===== config.mk =====
export PLATFORM = sky130hd
export DESIGN_NAME = instr_fetch_unit
export DESIGN_NICKNAME = d
export VERILOG_FILES = /design/src/rtl/instr_fetch_unit.sv
export SDC_FILE = /design/constraint.sdc
export NUM_CORES = 1
export LEC_CHECK = 0
export CORE_MARGIN = 2
export CORE_UTILIZATION = 49
export DETAILED_ROUTE_END_ITERATION = 16
export HOLD_SLACK_MARGIN = 0.06
export PLACE_DENSITY = 0.79
export RECOVER_POWER = 25
export SLEW_MARGIN = 30
export SYNTH_ARGS = -nofsm -noshare
export SYNTH_HDL_FRONTEND = slang
export SYNTH_SLANG_ARGS = --single-unit

===== constraint.sdc =====
create_clock -name clk -period 3.5 [get_ports clk]
set_input_delay 0.525 -clock clk [delete_from_list [all_inputs] [get_ports clk]]
set_output_delay 0.525 -clock clk [all_outputs]
set_load 0.01 [all_outputs]

===== src/rtl/instr_fetch_unit.sv =====
// Instruction fetch unit: one outstanding memory request, a small instruction
// queue toward decode, and redirect handling that discards in-flight results.
module instr_fetch_unit #(
  parameter int                ADDR_W   = 5,
  parameter int                Q_DEPTH  = 2,
  parameter logic [ADDR_W-1:0] RESET_PC = '0
) (
  input  logic              clk,
  input  logic              rst_n,
  output logic              imem_req,
  output logic [ADDR_W-1:0] imem_addr,
  input  logic              imem_ack,
  input  logic [31:0]       imem_rdata,
  input  logic              redirect,
  input  logic [ADDR_W-1:0] redirect_pc,
  output logic              if_valid,
  input  logic              if_ready,
  output logic [31:0]       if_instr,
  output logic [ADDR_W-1:0] if_pc,
  output logic [ADDR_W-1:0] if_pc_plus4
);

  localparam int PTR_W = (Q_DEPTH > 1) ? $clog2(Q_DEPTH) : 1;
  localparam int CNT_W = $clog2(Q_DEPTH + 1);
  localparam logic [CNT_W-1:0]  DEPTH = CNT_W'(Q_DEPTH);
  localparam logic [ADDR_W-1:0] STEP  = ADDR_W'(4);

  typedef enum logic [1:0] {IDLE, REQ, DROP} state_e;

  state_e            state_q, state_d;
  logic [CNT_W-1:0]  count_q, count_d;
  logic [ADDR_W-1:0] fetch_pc_q, fetch_pc_d;
  logic [ADDR_W-1:0] req_addr_q, req_addr_d;
  logic [PTR_W-1:0]  head_q, head_d, tail_q, tail_d;
  logic [31:0]       instr_mem [Q_DEPTH];
  logic [ADDR_W-1:0] pc_mem    [Q_DEPTH];

  logic              ack, push, pop;
  logic [ADDR_W-1:0] redir_pc;
  logic              unused_redirect_lsb;

  function automatic logic [PTR_W-1:0] ptr_inc(input logic [PTR_W-1:0] p);
    return (p == PTR_W'(Q_DEPTH - 1)) ? '0 : p + PTR_W'(1);
  endfunction

  // An ack only counts while a request is actually outstanding.
  assign ack                 = imem_ack & (state_q != IDLE);
  assign redir_pc            = {redirect_pc[ADDR_W-1:2], 2'b00};
  assign unused_redirect_lsb = ^redirect_pc[1:0];
  assign push                = ack & (state_q == REQ) & ~redirect;
  assign pop                 = if_valid & if_ready & ~redirect;

  always_comb begin
    state_d    = state_q;
    fetch_pc_d = fetch_pc_q;
    req_addr_d = req_addr_q;
    head_d     = pop  ? ptr_inc(head_q) : head_q;
    tail_d     = push ? ptr_inc(tail_q) : tail_q;
    count_d    = count_q + CNT_W'(push) - CNT_W'(pop);
    if (push) fetch_pc_d = req_addr_q + STEP;

    case (state_q)
      IDLE: begin
        if (!redirect && (count_q < DEPTH)) begin
          state_d    = REQ;
          req_addr_d = fetch_pc_q;
        end
      end
      REQ: begin
        if (redirect) begin
          // A completing request frees the bus, so the new stream can start at once.
          state_d = ack ? REQ : DROP;
          if (ack) req_addr_d = redir_pc;
        end else if (ack) begin
          if (count_d < DEPTH) req_addr_d = req_addr_q + STEP;
          else                 state_d    = IDLE;
        end
      end
      DROP: begin
        if (!redirect && ack) begin
          state_d    = REQ;
          req_addr_d = fetch_pc_q;
        end
      end
      default: state_d = IDLE;
    endcase

    if (redirect) begin
      count_d    = '0;
      head_d     = '0;
      tail_d     = '0;
      fetch_pc_d = redir_pc;
    end
  end

  always_ff @(posedge clk or negedge rst_n) begin
    if (!rst_n) begin
      state_q    <= IDLE;
      count_q    <= '0;
      fetch_pc_q <= RESET_PC;
      req_addr_q <= RESET_PC;
      head_q     <= '0;
      tail_q     <= '0;
    end else begin
      state_q    <= state_d;
      count_q    <= count_d;
      fetch_pc_q <= fetch_pc_d;
      req_addr_q <= req_addr_d;
      head_q     <= head_d;
      tail_q     <= tail_d;
    end
  end

  always_ff @(posedge clk) begin
    if (push) begin
      instr_mem[tail_q] <= imem_rdata;
      pc_mem[tail_q]    <= req_addr_q;
    end
  end

  // Head outputs are forced to zero when empty so reset and flush show clean values.
  assign imem_req    = (state_q != IDLE);
  assign imem_addr   = req_addr_q;
  assign if_valid    = (count_q != '0);
  assign if_instr    = if_valid ? instr_mem[head_q] : '0;
  assign if_pc       = if_valid ? pc_mem[head_q] : '0;
  assign if_pc_plus4 = if_valid ? pc_mem[head_q] + STEP : '0;

endmodule


# Word-level counts from Yosys, hierarchy flattened
# Memories as Yosys holds them, arrays and structs flattened.
# Cells that the tools add are included.
# Widths: inputs -> output; s select.
totals:
  ram_bits: 74
  n_memories: 2
  latch_bits: 0
  elab_cells: 69
  reg_bits: 16
  romBits: 0
  inputBits: 42
  output_inout_bits: 49
classes:
  n_shift: 0
  n_mul: 0
  mux: 28
  magnitude_cmp: 2
  addsub: 6
  bitwise: 6
  n_reduce_logical: 11
  div: 0
  eq_ne: 8
mem_list:
  columns: ["name", "depth", "word_bits", "rd", "rd_clocked_by_memory_dff", "wr", "line", "text"]
  rows:
  - ["instr_mem", 2, 32, 1, 0, 1, "35", "logic [31:0] instr_mem [Q_DEPTH];"]
  - ["pc_mem", 2, 5, 1, 0, 1, "36", "logic [ADDR_W-1:0] pc_mem [Q_DEPTH];"]
ops:
  columns: ["operator", "count"]
  rows:
  - ["$mux 5", 10]
  - ["$mux 32", 1]
  - ["$pmux 5 s3", 1]
  - ["$mux 2", 7]
  - ["$add 5x3->5 const B", 2]
  - ["$mux 1", 8]
  - ["$reduce_bool 2->1", 4]
  - ["$ne 2x2->1 const B", 3]
  - ["$ne 3x3->1 const B", 2]
  - ["$pmux 2 s3", 1]
  - ["$and 1x1->1", 5]
  - ["$reduce_and 5->1", 1]
  - ["$lt 2x2->1 const B", 2]
  - ["$reduce_and 4->1", 1]
  - ["$ne 3x2->1 const B", 1]
  - ["$reduce_bool 3->1", 1]
  - ["$add 1x1->1 const B", 2]
  - ["$add 2x1->2", 1]
  - ["$eq 2x1->1 const B", 1]
  - ["$eq 2x2->1 const B", 1]
  - ["$logic_and 1x1->1", 2]
  - ["$logic_not 2->1", 1]
  - ["$sub 2x1->2", 1]
  - ["$logic_not 1->1", 1]
  - ["$not 1->1", 1]

# Depth between registers and ports, before layout
depth:
  word_depth: 11
  depth_mapped: 11
  depth_no_buf: 11

# Worst setup path before layout
# No wires, ideal clock.
synth_timing:
  kind: "input to register"
  from: "in imem_ack"
  to: "mem instr_mem[0][0], enable pin"
  setup_ns: 0.431
  t_required_ns: 3.069
  path_buffers: 1
  cell_stages: 4
  arrival_ns: 2.584
  slack_ns: 0.485
  cell_sequence: "and3b_1 clkbuf_1 nand2b_1 nor2_1"
synth_via:
  elab_chain_len: 5
synth_lines:
  columns: ["element", "line", "text"]
  rows:
  - ["start, declared", "12", "input logic imem_ack,"]
  - ["$and 1x1->1", "47", "assign ack = imem_ack & (state_q != IDLE);"]
  - ["$and 1x1->1 (2 in series)", "50", "assign push = ack & (state_q == REQ) & ~redirect;"]
  - ["$mux 1", "115", "if (push) begin"]
  - ["$mux 1 (not written as such)", "116", "instr_mem[tail_q] <= imem_rdata;"]
  - ["end, declared", "35", null]
# Every way passes these cells.

# Worst setup path in the final report
layout_timing:
  from: "reg head_q"
  to: "out if_pc_plus4[4]"
layout_via:
  elab_chain_len: 3
layout_lines:
  columns: ["element", "line", "text"]
  rows:
  - ["start, declared", "34", "logic [PTR_W-1:0] head_q, head_d, tail_q, tail_d;"]
  - ["start signal, assigned", "102", "head_q <= '0;"]
  - ["start signal, assigned", "109", "head_q <= head_d;"]
  - ["$mem_v2 2x5", null, null]
  - ["$add 5x3->5", "127", "assign if_pc_plus4 = if_valid ? pc_mem[head_q] + STEP : '0;"]
  - ["$mux 5", "127", null]
  - ["end, declared", "20", "output logic [ADDR_W-1:0] if_pc_plus4"]
# Every way passes these cells.

==> qor.yml <==
outcome: "completed"
grt_pass1_vias: 2281
p_leak_nw: 1.71
instances_no_fill: 457
final_hold_viol_count: 0
whs_ns: 0.531
powerDensity_nw_per_um2: 561
yosysWarnings: 0
dpl-instance-area_um2: 4750
max-slew-margin-rel_pct: 52.0
synthCells: 260
async_reset_ff_share_pct: 17.8
layout-drive-gt1-share_pct: 10.1
clk_latency_ns: 0.35
die_h_um: 91.2
reg2reg_from: "state_q[1]"
post_cts.repair.setup_buffers: 0
worstMarginPinSlew_ns: 0.718
grt_max_degree: 38
postLayoutCellArea_um2: 4920
wl_per_cell_um: 15.2
grt_pass1_wl_um: 10900
die_area_um2: 8320
row_count: 31
rsz0062_at_grt: "false"
crit_family: "buffers and inverters"
die_w_um: 91.2
clock.fmax_mhz: 342
cts_htree_levels: 3
synth_ff_type: "edfxtp_1"
crit_buf_inv: 2
nets: 399
cap_violations: 0
insertedDiodeCount: 0
clk_pin_slew_ns: 0.09
hpwl_um: 4810
worstHoldStart: "fetch_pc_q[4]"
antenna_left: 0
first_pass_iters: 4
synth_nets: 306
path_cells: "buf_4 -> mux2i_1 -> xor2_1 -> nor2_1 -> clkdlybuf4s50_1"
drt-vias-per-instance: 5.04
core-area_um2: 7290
place_congestion: 0.752
area_growth_pct: 32.1
synth_seq_cells: 90
syn_area_um2: 3730
cp_slowest_cell: "clkdlybuf4s50_1"
numCtsBuffers: 9
numClockSinks: 90
track_usage_pct: 17.1
worstSetupPathType: "reg2out"
vias: 2305
crit_arrival_ns: 2.40
drv_slew: 0
fin_tns_setup_ns: 0
numPortBuffers: 88
synth_edf_count: 74
ctsRootBufferMaster: "clkbuf_8"
cts_hold_buf: 0
setup_viol: 0
worstPathMaxFanout: 35
ys_types: 36
startpoint_type: "flop"
drc: 0
crit_path_end_kind: "output port"
fin_crit_sh_pct: 83.7
clock_path_buffers: 2
syn_area_per_cell_um2: 14.3
peakVddDrop_uv: 426
finalPower_mw: 2.76
cts_tree: "built"
start_util_pct: 51.1
min_period_ns: 2.93
cts-resized-gates: 0
yosysSeqAreaShare_pct: 70.4
cp_data_required_time_ns: 2.97
drt_first_iter_violations: 71
crit_start: "head_q"
grt_antenna_before_repair: 0
grt_overflow: 0
min_path_type: "reg2reg"
slowest_delay_ns: 0.54
finClkSkew_ns: 0.0104
io_pins: 91
placed_cells: 441
wirelength_um: 6930
## cell usage in the layout (no fill, tap or decap), drive strengths merged, types with 7 or more instances in the layout
cell type and count:
edfxtp 74, clkdlybuf4s50 63, nor2 49, mux2i 37, dlygate4sd3 25, dfrtp 16
nand2 10, inv 10, o21ai 10, clkbuf 9, buf 7
## area by class of cell
type                            count  area [um2]
Multi-Input combinational cell    149        1030
Inverter                            8        30.0
Clock inverter                      7        52.6
Timing Repair Buffer               95         933
Clock buffer                        9         124
Tap cell                           99         124
Sequential cell                    90        2620
Fill cell                         545        2370
## worst paths after layout
kind | endpoint | slack (ns) | cells after the start
max | if_pc_plus4[4] | 0.57 | 5
min | fetch_pc_q[4] | 0.53 | 1
max reg2reg | imem_addr[4] | 0.88 | 9
min reg2reg | fetch_pc_q[4] | 0.53 | 1
max in group asynchronous | head_q | 2.40 | 1
min in group asynchronous | imem_addr[3] | 0.59 | 1
## cell usage after synthesis, types with 3 or more instances
cell / count / area share [%]
edfxtp_1: 74 / 60
nor2_1: 49 / 4.9
mux2i_1: 37 / 9.9
dfrtp_1: 16 / 11
nand2_1: 10 / 1.0
inv_1: 8 / 0.81
o21ai_1: 6 / 0.81
a21oi_1: 5 / 0.67
and2_1: 4 / 0.67
buf_2: 4 / 0.54
clkbuf_1: 4 / 0.40
ha_1: 4 / 1.3
buf_1: 3 / 0.30
nand2b_1: 3 / 0.50
o21ai_0: 3 / 0.40
xor2_1: 3 / 0.71
## report_power, final
| group | internal, mW | leakage (nW) | switching (mW) |
|---|---|---|---|
| clock | 0.262 | 0.0836 | 0.369 |
| sequential | 1.26 | 0.881 | 0.0671 |
| combinational | 0.420 | 0.749 | 0.381 |
## metrics by stage
step	utilization, %	worst slack, ns
after floorplan	-	0.485
after global placement	65.1	0.354
after detailed placement	65.1	0.276
after CTS	67.5	0.519
after global routing	67.5	0.404
final	67.5	0.572
## per-layer routing
layer / share of wire, % / vias up / track usage [%]
li1: - / 1115 / -
met1: 41 / 1121 / 20.7
met2: 52 / 61 / 29.7
met3: 5.0 / 8 / 3.73
met4: 1.2 / 0 / 7.20
met5: 0 / - / 0
## sequential cells by signal, indices dropped and copies added (netlist names)
name,cells
instr_mem,64
pc_mem,10
fetch_pc_q,5
imem_addr,5
count_q,2
state_q,2
head_q,1
tail_q,1
## cell families after synthesis
logic type	share of synthesized area, %
flops	70.4
simple gates	9.03
mux	11.7
compound gates	3.36
buf+inv	2.45
xor+xnor	1.78
fa+ha+maj	1.34
Power figures use the tool's default switching activity.
